$ cat src/rtl/return_stack_controller.sv
// Return-address stack for JSB/RET: LIFO of return PCs with a registered top entry,
// occupancy count, stall hold, synchronous flush and sticky overflow/underflow flags.
module return_stack_controller #(
  parameter int ADDR_WIDTH = 12,
  parameter int DEPTH      = 8,
  parameter int PTR_WIDTH  = $clog2(DEPTH) + 1
) (
  input  logic                  clk,
  input  logic                  rst,
  input  logic                  push_stack,
  input  logic                  pop_stack,
  input  logic [ADDR_WIDTH-1:0] push_addr,
  input  logic                  stall,
  input  logic                  clear,
  output logic [ADDR_WIDTH-1:0] top_addr,
  output logic [PTR_WIDTH-1:0]  count,
  output logic                  empty,
  output logic                  full,
  output logic                  overflow,
  output logic                  underflow
);

  localparam int IDX_WIDTH = $clog2(DEPTH);

  logic [ADDR_WIDTH-1:0] mem [DEPTH];

  logic [PTR_WIDTH-1:0]  count_nxt;
  logic [ADDR_WIDTH-1:0] top_nxt;
  logic                  overflow_nxt;
  logic                  underflow_nxt;
  logic                  mem_we;
  logic [IDX_WIDTH-1:0]  mem_idx;
  logic [PTR_WIDTH-1:0]  count_m1;
  logic [PTR_WIDTH-1:0]  count_m2;
  logic [IDX_WIDTH-1:0]  idx_push;
  logic [IDX_WIDTH-1:0]  idx_top;
  logic [IDX_WIDTH-1:0]  idx_below;

  assign empty     = (count == '0);
  assign full      = (count == PTR_WIDTH'(DEPTH));
  assign count_m1  = count - PTR_WIDTH'(1);
  assign count_m2  = count - PTR_WIDTH'(2);
  assign idx_push  = count[IDX_WIDTH-1:0];
  assign idx_top   = count_m1[IDX_WIDTH-1:0];
  assign idx_below = count_m2[IDX_WIDTH-1:0];

  always_comb begin
    count_nxt     = count;
    top_nxt       = top_addr;
    overflow_nxt  = overflow;
    underflow_nxt = underflow;
    mem_we        = 1'b0;
    mem_idx       = idx_push;
    if (clear) begin
      count_nxt     = '0;
      top_nxt       = '0;
      overflow_nxt  = 1'b0;
      underflow_nxt = 1'b0;
    end else if (!stall) begin
      if (push_stack && pop_stack && !empty) begin
        // RET+JSB together: overwrite the top entry, depth unchanged
        mem_we  = 1'b1;
        mem_idx = idx_top;
        top_nxt = push_addr;
      end else if (push_stack) begin
        if (full) begin
          overflow_nxt = 1'b1;
        end else begin
          mem_we    = 1'b1;
          mem_idx   = idx_push;
          count_nxt = count + PTR_WIDTH'(1);
          top_nxt   = push_addr;
        end
      end else if (pop_stack) begin
        if (empty) begin
          underflow_nxt = 1'b1;
        end else if (count == PTR_WIDTH'(1)) begin
          count_nxt = '0;
          top_nxt   = '0;
        end else begin
          count_nxt = count_m1;
          top_nxt   = mem[idx_below];
        end
      end
    end
  end

  always_ff @(posedge clk or negedge rst) begin
    if (!rst) begin
      count     <= '0;
      top_addr  <= '0;
      overflow  <= 1'b0;
      underflow <= 1'b0;
    end else begin
      count     <= count_nxt;
      top_addr  <= top_nxt;
      overflow  <= overflow_nxt;
      underflow <= underflow_nxt;
    end
  end

  // Storage needs no reset: entries above count are never observed.
  always_ff @(posedge clk) begin
    if (mem_we) begin
      mem[mem_idx] <= push_addr;
    end
  end

endmodule

$ cat config.mk
export PLATFORM = sky130hd
export DESIGN_NAME = return_stack_controller
export DESIGN_NICKNAME = d
export VERILOG_FILES = /design/src/rtl/return_stack_controller.sv
export SDC_FILE = /design/constraint.sdc
export NUM_CORES = 1
export LEC_CHECK = 0
export CORE_ASPECT_RATIO = 0.7
export CORE_MARGIN = 1
export CORE_UTILIZATION = 55
export CTS_BUF_LIST = sky130_fd_sc_hd__clkbuf_8
export DETAILED_ROUTE_END_ITERATION = 10
export PLACE_DENSITY = 0.73
export SYNTH_ARGS = -nofsm -noshare
export SYNTH_HDL_FRONTEND = slang
export SYNTH_SLANG_ARGS = --single-unit
$ cat constraint.sdc
create_clock -name clk -period 3.61 [get_ports clk]
set_input_delay 0.722 -clock clk [delete_from_list [all_inputs] [get_ports clk]]
set_output_delay 0.722 -clock clk [all_outputs]
set_load 0.02 [all_outputs]
* After elaboration in Yosys (flattened, before gate mapping) *
Memories as Yosys holds them, arrays and structs flattened.
Cells that the tools add are included.
W data, S select, Z words.

storage, ports and cells
  memories = 1
  memory bits (writable) = 96
  bits in registers = 18
  input port bits = 18
  word-level logic and storage cells = 68
  output and inout bits = 20

memories
  memory  depth  width  read ports  clocked after memory_dff  write ports  line  text
  mem     8      12     1           0                         1            25    logic [ADDR_WIDTH-1:0] mem [DEPTH];

operators by class
  reduce and logical (&&, ||, !) cells = 14
  add/subtract/negate cells = 3
  equal/unequal tests = 9
  mux-type cells = 37

operators by type and width
  cell                   number
  $mux W12               8
  $mux W4                8
  $mux W1                18
  $reduce_and A5 Y1      2
  $mux W3                3
  $ne A4 B3 Y1 const B   2
  $reduce_and A4 Y1      2
  $reduce_bool A2 Y1     4
  $ne A3 B3 Y1 const B   2
  $add A4 B1 Y4 const B  1
  $eq A4 B1 Y1 const B   1
  $eq A4 B4 Y1 const B   1
  $logic_not A4 Y1       1
  $ne A2 B1 Y1 const B   2
  $reduce_bool A4 Y1     1
  $sub A4 B1 Y4 const B  1
  $reduce_bool A3 Y1     1
  $sub A3 B2 Y3 const B  1
  $logic_and A1 B1 Y1    2
  $ne A2 B2 Y1 const B   1
  $logic_not A1 Y1       1

* Longest topological paths before layout *
An unclocked memory read counts as a cell.

  depth after elaboration = 9
  mapped depth = 10

* Worst setup path before layout *
Ideal clock, no wire load.

  kind = flip-flop to flip-flop
  start = reg count[1]
  end = mem mem[7][0] (enable)
  clock period less this slack = 2.966 ns
  slack = 0.644 ns
  data arrival time = 2.584 ns
  buffers on the path = 2
  stages on the path, launching flop included = 10
  data required time = 3.228 ns
  cells stage by stage = dfrtp_1 > buf_2 > buf_2 > inv_1 > ha_1 > or3b_4 > nand3_1 > a211oi_1 > a31o_2 > nor2b_1

between the ends
  word-level cells in the longest chain between the ends = 8
  elaborated cells on any way between the ends = 15
  those cells by class = add/sub: 1; eq/ne: 1; mux: 10; reduce/logical: 3

RTL lines
  item                                                     line    text
  start: declaration                                       16      output logic [PTR_WIDTH-1:0] count,
  start signal: assignment                                 95      count <= count_nxt;
  $eq A4 B4 Y1 / $logic_not A4 Y1 (equally long branches)  40, 39
  $mux W1 / $logic_not A1 Y1 (equally long branches)       66, 60
  $mux W1 / $logic_and A1 B1 Y1 (equally long branches)    65, 60
  $mux W1                                                  60      if (push_stack && pop_stack && !empty) begin
  $mux W1                                                  59      end else if (!stall) begin
  $mux W1                                                  54      if (clear) begin
  $mux W1                                                  104     if (mem_we) begin
  $mux W1 (not written as such)                            105     mem[mem_idx] <= push_addr;
  end: declaration                                         25

Several ways; a longest one is shown, not always the timed one.

* Worst setup path in the final report *
  start = reg count[0]
  end = out empty

between the ends
  word-level cells in the longest chain between the ends = 1

RTL lines
  item              line  text
  $logic_not A4 Y1  39    assign empty = (count == '0);
  end: declaration  17    output logic empty,

Every way passes these cells.

==> key figures <==
Status
  • Status: completed

Clock tree
  • Maximum buffer depth of the clock tree: 2
  • Worst skew pair latency: 420 ps
  • CTS Sinks: roughly 110
  • H-Tree Depth: 4
  • CTS tree: yes
  • Resized Gates After CTS: 0
  • Root Driver: clkbuf_8
  • Inserted Clock Buffers: 17
  • Setup bufs post-CTS: 0
  • Hold_buf cts: 0
  • Clock-pin slew on the worst setup and hold paths: around 70 ps

Route
  • DRT Pass-1 Iters: 7
  • Vias: between 2,000 and 3,000
  • Post-DRT Antenna Nets: 0
  • DR WL/cell: between 20 and 25 um
  • Number of vias per cell: ~5.8
  • DRC violations left: 0
  • Initial DRC count: roughly 320
  • Wirelength, routed: 10,400 um

Timing
  • Final setup TNS: 0 ps
  • Relative max-transition margin: between 30% and 40%
  • Unrepaired setup endpoints after global routing: false
  • Fin. Hold Viols: 0
  • Final Worst Setup Slack: between 500 and 600 ps
  • Max Slew Vio Count: 0
  • Peak Freq: between 300 and 400 MHz
  • Worst slew pin tran: ~960 ps
  • Setup Skew: about 7.6 ps
  • Crit share post-route: 85.6%
  • Tmin final: a little over 3000 ps
  • Endpoints failing setup: 0

Synth
  • Unique masters post-synth: roughly 40
  • Flop and latch count out of synthesis: roughly 110
  • Primary FF master, synth: edfxtp_1
  • Gate Count Post-Synth: ~310
  • Register area share after synthesis: around two thirds
  • Post-Synthesis Net Count: 339
  • Synth warnings: 0
  • Number of synthesized flops with an enable pin: 96
  • Syn avg cell area: 15.6 sq um
  • FFs w/ async S/R, synth: approximately 16%
  • Synthesized area: around 4900 sq um

Global routing
  • Total GRT Usage: approximately 25%
  • Vias in the first global route: 2,845
  • Pin count of the biggest net entering global routing: 33
  • Overflow after GRT: 0
  • Initial antenna violation count: 0
  • First-pass GRT wire length: ~16,000 um

Finish
  • NumNets Final: roughly 400
  • Final non-filler cell total: around 500
  • Multi-input gate area: 1350 sq um
  • Reg area: between 3000 and 4000 sq um
  • Area Overhead vs Synth: 19.6%
  • Fin area: 5860 sq um
  • Diodes inserted: 0
  • Fillers: 600
  • Layout cells sized above 1: ~21%

Setup path
  • Cell depth of the worst setup path: 5
  • Reg2reg path depth: 7
  • Slowest CP cell: clkdlybuf4s50_1
  • Critical path buffers and inverters: 3
  • Crit path DAT: about 2400 ps
  • Delay-heaviest family, CP: buffers and inverters
  • Worst setup path class: flop to primary output
  • CP max stage delay: ~600 ps
  • Crit path launch type: flop
  • CP endpoint: empty
  • Worst path most repeated cell: inv_1
  • Crit end category: primary output
  • Reg2reg start: count[0]
  • Cell Chain, Critical Path: inv_1 -> ha_1 -> or3b_4 -> inv_1 -> clkdlybuf4s50_1
  • Crit Path Max Fanout: 5
  • CP startpoint: count[0]
  • Reg-to-Reg End: top_addr[10]
  • CP required: roughly 2900 ps
  • R2r setup slk: 1000 ps

Floorplanning
  • # IOs: 38
  • Die W: 115 um
  • Die area: between 9000 and 10,000 sq um
  • Core ar.: 8550 sq um
  • Die Y: 81.0 um
  • Starting Density: 57.3%
  • # rows: 28

Hold path
  • Hold Path Cell Cnt: 2
  • Worst Hold Class: flop to flop

Place
  • Port bufs: 37
  • Area post-placement: 5460 sq um
  • Gpl congestion: between 0.8 and 0.9
  • Dpl cells: approximately 470
  • Post-Place Setup Slack: ~700 ps
  • Detailed placement HPWL: 6440 um

Run
  • Max_cap viols: 0

Pwr
  • P_leak: 2.14 nW
  • Power density over the cells: about 560 nW/um^2
  • Max IR drop VDD: ~0.31 mV
  • Total power: around 3.3 mW
## area by class of cell
cell class | instances | share of cell area, %
Clock inverter | 14 | 2.54
Sequential cell | 114 | 56.9
Inverter | 32 | 2.05
Multi-Input combinational cell | 150 | 23.1
Clock buffer | 18 | 4.23
Timing Repair Buffer | 55 | 8.63
Tap cell | 120 | 2.56
## stage by stage
| stage | util, % | hold WS, ps |
|---|---|---|
| finish | 68.5 | 501 |
| detailed placement | 63.9 | 491 |
| CTS | 68.5 | 507 |
| floorplan | - | 426 |
| global route | 68.5 | 535 |
| global placement | 63.9 | 478 |
## cell families after synthesis
logic type                 synth area share, %
AOI/OAI and AO/OA                         8.28
xor gates and xnor gates                 0.358
adders and majority gates                 1.79
buffers and inverters                     4.39
DFF                                       68.0
muxes                                     11.7
and+or+nand+nor                           5.44
## state kept, by name, summed over array words and instances (netlist names)
signal	flops
overflow	1
count	4
underflow	1
top_addr	12
mem	96
## routing by layer
metal	wire length [um]	up-vias	track usage, %
li1	-	1315	-
met1	4420	1460	35.1
met2	4880	122	38.2
met3	1040	4	6.72
met4	74	0	9.87
met5	0	-	0
## worst min-delay path, delay by kind of cell, from the launching register on
family	cells	cell delay (ps)
flops	1	350
simple gates	2	120
## cell usage after synthesis (4+ instances only)
library cell / number / share of area (%)
a21oi_1: 15 / 1.5
a31oi_1: 4 / 0.51
buf_2: 7 / 0.72
clkbuf_1: 8 / 0.61
dfrtp_1: 18 / 9.2
edfxtp_1: 96 / 59
ha_1: 7 / 1.8
inv_1: 32 / 2.5
mux4_2: 24 / 11
nand2_1: 18 / 1.4
nand3_1: 4 / 0.41
nor2_1: 14 / 1.1
o21ai_0: 5 / 0.51
o22a_1: 12 / 2.1
o22ai_1: 13 / 1.7
## worst min-delay path by stage
stage                      startpoint     endpoint  slack (ps)
after floorplan                   rst     count[0]         430
after global placement       overflow     overflow         480
after detailed placement     overflow     overflow         490
after CTS                    overflow     overflow         510
after global routing      top_addr[7]  top_addr[7]         530
final                        overflow     overflow         500
## placed cells by master, fill, tap and decap left out, types with 2 or more instances in the layout
master,Yosys,final
o21ai_0,5,5
o22a_1,12,12
clkinvlp_4,0,3
ha_1,7,7
edfxtp_1,96,96
nor3_1,2,2
mux4_2,24,24
a31oi_1,4,4
nor2_1,14,14
inv_1,32,35
clkinv_2,0,5
xor2_1,2,2
o22ai_1,13,13
clkbuf_8,0,18
nand2_1,18,18
mux2_2,2,2
bufinv_16,0,3
buf_4,1,18
a211oi_1,3,3
clkdlybuf4s50_1,0,37
and2_1,2,2
nor2b_1,2,2
nand3_1,4,4
a21oi_1,15,15
a21o_1,2,2
nand2b_1,3,3
dfrtp_1,18,17
## power breakdown
part / switching, mW / internal (mW) / leakage (nW) / total [mW]
clock network: 0.499 / 0.686 / 0.208 / 1.19
logic: 0.326 / 0.269 / 0.839 / 0.594
registers: 0.0327 / 1.48 / 1.09 / 1.52
total: 0.857 / 2.44 / 2.14 / 3.30
Note: power is estimated with default switching activity, not from simulation.
